==> src/rtl/fx3_stream_in_writer_if.sv <==
// Valid/ready word stream from the capture-side source into the FX3 stream-in writer.
// The master modport is the source; the slave modport is the writer.
interface fx3_stream_in_writer_if #(
   parameter int DATA_W = 32
);
   logic [DATA_W-1:0] s_data;
   logic              s_valid;
   logic              s_ready;

   modport master (output s_data, output s_valid, input s_ready);
   modport slave  (input s_data, input s_valid, output s_ready);
endinterface

==> src/rtl/fx3_stream_in_writer.sv <==
// FX3 slave-FIFO write engine: drains a valid/ready stream into one socket, honours the
// watermark with a post-watermark drain, and commits short packets on flush or idle timeout.
module fx3_stream_in_writer #(
   parameter int         DATA_W    = 32,
   parameter int         WATERMARK = 4,
   parameter logic [1:0] ADDR      = 2'b00,
   parameter int         PKT_WORDS = 256,
   parameter int         IDLE_TO   = 1024,
   parameter bit         ALLOW_ZLP = 1'b1
) (
   input  logic                  clk,
   input  logic                  rst_n,
   input  logic                  enable,
   fx3_stream_in_writer_if.slave s_if,
   input  logic                  flush,
   input  logic                  flag_rdy,
   input  logic                  flag_wm,
   output logic                  slcs_n,
   output logic                  slwr_n,
   output logic                  sloe_n,
   output logic                  slrd_n,
   output logic                  pktend_n,
   output logic [1:0]            a,
   output logic [DATA_W-1:0]     dq,
   output logic                  dq_oe,
   output logic [2:0]            state_o,
   output logic                  busy
);

   localparam int WR_DELAY = (WATERMARK > 4) ? WATERMARK - 4 : 0;
   localparam int DRAIN_W  = (WR_DELAY > 1) ? $clog2(WR_DELAY + 1) : 1;
   localparam int PKT_W    = $clog2(PKT_WORDS);
   localparam int TO_W     = (IDLE_TO > 1) ? $clog2(IDLE_TO + 1) : 1;

   typedef enum logic [2:0] {
      IDLE    = 3'd0,
      WAIT_WM = 3'd1,
      WRITE   = 3'd2,
      DRAIN   = 3'd3,
      PKTEND  = 3'd4
   } state_t;

   state_t              state_q, state_d;
   logic [DRAIN_W-1:0]  drain_cnt_q, drain_cnt_d;
   logic [PKT_W-1:0]    pkt_cnt_q, pkt_cnt_d;
   logic [TO_W-1:0]     to_cnt_q, to_cnt_d;
   logic                flush_pend_q, flush_pend_d;
   logic                slcs_n_q, slcs_n_d;
   logic                slwr_n_q, slwr_n_d;
   logic                pktend_n_q, pktend_n_d;
   logic                dq_oe_q, dq_oe_d;
   logic [DATA_W-1:0]   dq_q, dq_d;
   logic                s_ready_c;
   logic                accept;
   logic                to_hit;

   // Ready is gated by enable so a word is never accepted in a cycle that aborts to IDLE.
   always_comb begin
      s_ready_c = 1'b0;
      if (enable) begin
         case (state_q)
            WRITE:   s_ready_c = flag_wm;
            DRAIN:   s_ready_c = (drain_cnt_q != '0);
            default: s_ready_c = 1'b0;
         endcase
      end
   end

   assign s_if.s_ready = s_ready_c;
   assign accept       = s_if.s_valid && s_ready_c;
   assign to_hit       = (IDLE_TO != 0) && (state_q == WRITE) && (to_cnt_q == TO_W'(IDLE_TO));

   always_comb begin
      state_d      = state_q;
      drain_cnt_d  = drain_cnt_q;
      pkt_cnt_d    = pkt_cnt_q;
      to_cnt_d     = to_cnt_q;
      flush_pend_d = flush_pend_q;

      case (state_q)
         IDLE: begin
            if (flag_rdy) state_d = WAIT_WM;
         end
         WAIT_WM: begin
            if (flag_wm)                       state_d = WRITE;
            else if (flush_pend_q && flag_rdy) state_d = PKTEND;
         end
         WRITE: begin
            if (!flag_wm) begin
               if (WR_DELAY == 0) begin
                  state_d = IDLE;
               end else begin
                  state_d     = DRAIN;
                  drain_cnt_d = DRAIN_W'(WR_DELAY);
               end
            end else if (flush_pend_q && !accept) begin
               state_d = PKTEND;
            end
         end
         DRAIN: begin
            if (drain_cnt_q == '0) state_d = IDLE;
            else if (accept)       drain_cnt_d = drain_cnt_q - 1'b1;
         end
         PKTEND:  state_d = IDLE;
         default: state_d = IDLE;
      endcase

      if (accept) begin
         pkt_cnt_d = pkt_cnt_q + 1'b1;
         to_cnt_d  = '0;
      end else if (state_q == WRITE && pkt_cnt_q != '0 && to_cnt_q != TO_W'(IDLE_TO)) begin
         to_cnt_d = to_cnt_q + 1'b1;
      end

      if (state_q == PKTEND) begin
         pkt_cnt_d    = '0;
         to_cnt_d     = '0;
         flush_pend_d = 1'b0;
      end

      if (flush || to_hit) flush_pend_d = 1'b1;
      // A full buffer wrapping to zero was already committed by FX3, so nothing is left to flush.
      if (!ALLOW_ZLP && pkt_cnt_d == '0) flush_pend_d = 1'b0;

      if (!enable) begin
         state_d      = IDLE;
         drain_cnt_d  = '0;
         pkt_cnt_d    = '0;
         to_cnt_d     = '0;
         flush_pend_d = 1'b0;
      end

      slcs_n_d   = !enable;
      slwr_n_d   = !accept;
      dq_d       = accept ? s_if.s_data : dq_q;
      pktend_n_d = (state_d != PKTEND);
      dq_oe_d    = (state_d != IDLE) || accept;
   end

   always_ff @(posedge clk or negedge rst_n) begin
      if (!rst_n) begin
         state_q      <= IDLE;
         drain_cnt_q  <= '0;
         pkt_cnt_q    <= '0;
         to_cnt_q     <= '0;
         flush_pend_q <= 1'b0;
         slcs_n_q     <= 1'b1;
         slwr_n_q     <= 1'b1;
         pktend_n_q   <= 1'b1;
         dq_oe_q      <= 1'b0;
         dq_q         <= '0;
      end else begin
         state_q      <= state_d;
         drain_cnt_q  <= drain_cnt_d;
         pkt_cnt_q    <= pkt_cnt_d;
         to_cnt_q     <= to_cnt_d;
         flush_pend_q <= flush_pend_d;
         slcs_n_q     <= slcs_n_d;
         slwr_n_q     <= slwr_n_d;
         pktend_n_q   <= pktend_n_d;
         dq_oe_q      <= dq_oe_d;
         dq_q         <= dq_d;
      end
   end

   assign slcs_n   = slcs_n_q;
   assign slwr_n   = slwr_n_q;
   assign sloe_n   = 1'b1;
   assign slrd_n   = 1'b1;
   assign pktend_n = pktend_n_q;
   assign a        = ADDR;
   assign dq       = dq_q;
   assign dq_oe    = dq_oe_q;
   assign state_o  = state_q;
   assign busy     = (state_q != IDLE);

endmodule

==> src/flat_wrapper.sv <==
// flat-port wrapper written by rule: the top's interface ports become plain ports
module fx3_stream_in_writer_flat 
#(
   parameter int         DATA_W    = 32,
   parameter int         WATERMARK = 4,
   parameter logic [1:0] ADDR      = 2'b00,
   parameter int         PKT_WORDS = 256,
   parameter int         IDLE_TO   = 1024,
   parameter bit         ALLOW_ZLP = 1'b1
)
  (clk, rst_n, enable, flush, flag_rdy, flag_wm, slcs_n, slwr_n, sloe_n, slrd_n, pktend_n, a, dq, dq_oe, state_o, busy, s_if_s_data, s_if_s_valid, s_if_s_ready);
  fx3_stream_in_writer_if #(.DATA_W(DATA_W)) s_if_i ();
  input  logic clk;
  input  logic rst_n;
  input  logic enable;
  input  logic flush;
  input  logic flag_rdy;
  input  logic flag_wm;
  output logic slcs_n;
  output logic slwr_n;
  output logic sloe_n;
  output logic slrd_n;
  output logic pktend_n;
  output logic [1:0] a;
  output logic [DATA_W-1:0] dq;
  output logic dq_oe;
  output logic [2:0] state_o;
  output logic busy;
  input wire logic [$bits(s_if_i.s_data)-1:0] s_if_s_data;
  input wire logic [$bits(s_if_i.s_valid)-1:0] s_if_s_valid;
  output wire logic [$bits(s_if_i.s_ready)-1:0] s_if_s_ready;
  assign s_if_i.s_data = s_if_s_data;
  assign s_if_i.s_valid = s_if_s_valid;
  assign s_if_s_ready = s_if_i.s_ready;
  fx3_stream_in_writer #(.DATA_W(DATA_W), .WATERMARK(WATERMARK), .ADDR(ADDR), .PKT_WORDS(PKT_WORDS), .IDLE_TO(IDLE_TO), .ALLOW_ZLP(ALLOW_ZLP)) u_core (.clk(clk), .rst_n(rst_n), .enable(enable), .s_if(s_if_i), .flush(flush), .flag_rdy(flag_rdy), .flag_wm(flag_wm), .slcs_n(slcs_n), .slwr_n(slwr_n), .sloe_n(sloe_n), .slrd_n(slrd_n), .pktend_n(pktend_n), .a(a), .dq(dq), .dq_oe(dq_oe), .state_o(state_o), .busy(busy));
endmodule
==> config.mk <==
export PLATFORM = sky130hd
export DESIGN_NAME = fx3_stream_in_writer_flat
export DESIGN_NICKNAME = d
export VERILOG_FILES = /design/src/rtl/fx3_stream_in_writer_if.sv /design/src/rtl/fx3_stream_in_writer.sv /design/src/flat_wrapper.sv
export SDC_FILE = /design/constraint.sdc
export NUM_CORES = 1
export LEC_CHECK = 0
export ABC_CLOCK_PERIOD_IN_PS = 2200
export CAP_MARGIN = 30
export CORE_MARGIN = 5
export CORE_UTILIZATION = 35
export CTS_BUF_LIST = sky130_fd_sc_hd__clkbuf_4 sky130_fd_sc_hd__clkbuf_8 sky130_fd_sc_hd__clkbuf_16
export DETAILED_ROUTE_END_ITERATION = 16
export PLACE_DENSITY = 0.6
export RECOVER_POWER = 50
export SYNTH_ARGS = -nofsm -noshare
export SYNTH_HDL_FRONTEND = slang
export SYNTH_SLANG_ARGS = --single-unit
==> constraint.sdc <==
create_clock -name clk -period 2.2 [get_ports clk]
set_input_delay 0.22 -clock clk [delete_from_list [all_inputs] [get_ports clk]]
set_output_delay 0.22 -clock clk [all_outputs]
set_load 0.005 [all_outputs]
==> results of run 1 <==
[worst max-delay path by stage]
stage	to	depth (start not counted)	slack, ns	startpoint
6_report	s_if_s_ready	5	0.20	enable
3_3_place_gp	u_core.to_cnt_q[7]	4	0.29	u_core.state_o[2]
3_5_place_dp	u_core.to_cnt_q[7]	4	0.27	u_core.state_o[2]
4_1_cts	s_if_s_ready	4	0.20	u_core.state_o[2]
5_1_grt	s_if_s_ready	5	0.08	enable
2_1_floorplan	u_core.to_cnt_q[7]	6	0.27	u_core.state_o[2]
[where the power goes]
group          total [W]  switching, W  internal (W)
sequential       0.00130     0.0000638       0.00123
clock           0.000974      0.000431      0.000543
combinational   0.000522      0.000207      0.000315
total            0.00279      0.000702       0.00209
[Yosys cell counts, drive strengths merged]
cell type,instances,area [um2]
clkbuf,4,15.0
a2111oi,2,17.5
buf,12,72.6
mux2i,5,53.8
xnor2,7,61.3
a31oi,1,6.26
nor4b,2,23.8
o41a,1,11.3
or3b,2,17.5
inv,9,33.8
a211oi,2,15.0
a21o,1,7.51
dfrtp,57,1430
nor4,4,25.0
ha,4,50.1
and4,2,17.5
dfstp,3,78.8
nand3,14,70.1
a211o,1,17.5
nand2b,3,18.8
o21ai,9,45.0
nand4,5,31.3
a31o,1,8.76
conb,2,7.51
o311a,1,10.0
nand2,109,409
nor2,11,41.3
a21oi,10,50.1
nor3b,1,7.51
nor3,5,25.0
and2b,1,7.51
or3,7,43.8
nand4b,2,17.5
o21a,1,7.51
clkinv,1,3.75
[state kept, by name, summed over array words and instances (netlist names)]
name / count
u_core.pktend_n: 1
u_core.drain_cnt_q: 1
u_core.pkt_cnt_q: 8
u_core.flush_pend_q: 1
u_core.to_cnt_q: 11
u_core.slcs_n: 1
u_core.slwr_n: 1
u_core.dq: 32
u_core.dq_oe: 1
u_core.state_o: 3
[kinds of logic after synthesis]
logic type               share of synthesized area, %
AO/OA/AOI/OAI                                    7.13
flip-flops                                       54.6
adder cells (fa/ha/maj)                          1.82
AND/OR/NAND/NOR                                  27.4
other                                           0.273
multiplexers                                     1.95
buffers and inverters                            4.54
XOR/XNOR                                         2.23
[cells in the final DEF, fill, tap and decap left out, drive strengths merged, types with 7 or more instances in the layout]
master	n
or3	7
buf	12
nand2	109
nand3	14
clkbuf	13
o21ai	9
dlygate4sd3	20
xnor2	7
clkdlybuf4s50	59
inv	9
dfrtp	57
nor2	11
a21oi	10
[routing by layer]
layer  wire length (um)  GRT usage (%)  share of wire (%)
met5                  0              0                  0
met4                 99           6.30                1.5
met3                683           7.29                 10
met2               2900           20.6                 44
met1               2900           17.1                 44
[final cells by class]
cell class	count	area, um2
Fill cell	730	3800
Sequential cell	60	1510
Multi-Input combinational cell	218	1130
Timing Repair Buffer	93	886
Clock buffer	11	139
Tap cell	102	128
Clock inverter	5	52.6
Inverter	10	37.5
[worst max-delay path, cell delays in order]
cell and delay, ns:
clkdlybuf4s50_1 0.48, clkbuf_1 0.23, nand2b_1 0.13, nor3_1 0.19, clkdlybuf4s50_1 0.53
[per-stage QoR]
stage | hold WS (ns) | total power [W] | setup slack, ns | std cells | cell area (um2)
floorplan | -0.0756 | 0.00147 | 0.275 | 304 | 2760
global route | 0.262 | 0.00294 | 0.0839 | 499 | 3880
CTS | 0.216 | 0.00286 | 0.205 | 499 | 3900
detailed placement | 0.0494 | 0.00188 | 0.266 | 482 | 3700
global placement | 0.0484 | 0.00188 | 0.295 | 482 | 3700
finish | 0.249 | 0.00279 | 0.200 | 499 | 3880
==> impl_metrics.ini, run 1 <==
[pwr]
leakage_nw = 1.82
ir_drop_mv = 0.360
cellPowerDensity_nw_per_um2 = 719

[placement]
hpwl_um = 4710
gp_congestion = 0.786
io_buffers = 79

[cts]
clock_path_buffers = 2
cts_buffers = 9
clkLatencyLatePin_ns = 0.33
postCtsSetupBuffers = 0
cts_hold_buf = 1
cts-root-buf = clkbuf_8
clk_pin_slew_ns = 0.07
ctsResizeCount = 0
tritoncts = done
clkSinkCount = 60
cts.htree.levels = 3

[detailed_routing]
vias = 2356
drt_iter0_drc = 144
wire_per_inst_um = 13.2
ant_nets = 0
routed_wl_um = 6580
first_pass_iters = 4
drc = 0
viasPerCell = 4.72

[critical_path]
worst_ep_required_time_ns = 1.98
r2r_end = u_core.to_cnt_q[7]
critPathLaunchType = input port
ff2ff_path_depth = 4
cp_max_fo = 6
reg2reg_slack_ns = 0.25
setup.worst_path.end_class = output port
worst-setup-path-type = in -> out
arrival_ns = 1.78
r2r-start = u_core.state_o[2]

[sta]
fin_crit_sh_pct = 90.9
slew_violations = 0
worst_slew_pin_slew_ns = 1.25
hold_viol = 0
rsz0062_at_grt = false
post-route-min-period_ns = 2.00
fmax_mhz = 500
finalSetupTns_ns = 0
finClkSkew_ns = 0.00878
max_slew_margin_pct = 16.5
setup_violations = 0

[synthesis]
syn_area_um2 = 2760
ys_seq_area_share_pct = 54.6
synth_seq_cells = 60
syn_inst = 302
syn_avg_cell_area_um2 = 9.12
synth_cell_types = 41
yosys_warnings = 0

[global_route]
overflow = 0
antenna_found_initial = 0
grt_usage_pct = 14.0
grt_start_max_net_pins = 57
grt_pass1_wl_um = 11000
grt_pass1_vias = 2399

[cells_and_area]
area_growth_pct = 40.9
diodes = 0
fin_util_pct = 50.5
drive_gt1_share_pct = 9.32
nets = 435

[floorplanning]
die_w_um = 98.7
top_level_ports = 84
die-area_um2 = 9750
rows = 32
coreArea_um2 = 7690
die_height_um = 98.7
start_util_pct = 35.8

[run_status]
status = finished clean

[min_path]
hold_path.class = in -> async

[flow_run]
maxCapViolCount = 0
No activity file was read; power rests on OpenSTA's default activity.
==> run 2, diff against run 1 <==
--- a/config.mk
+++ b/config.mk
@@ -5,7 +5,6 @@
 export SDC_FILE = /design/constraint.sdc
 export NUM_CORES = 1
 export LEC_CHECK = 0
-export ABC_CLOCK_PERIOD_IN_PS = 2200
 export CAP_MARGIN = 30
 export CORE_MARGIN = 5
 export CORE_UTILIZATION = 35
==> results of run 2 <==
Same layout as run 1: the final DEF is identical, and so are final timing and power.
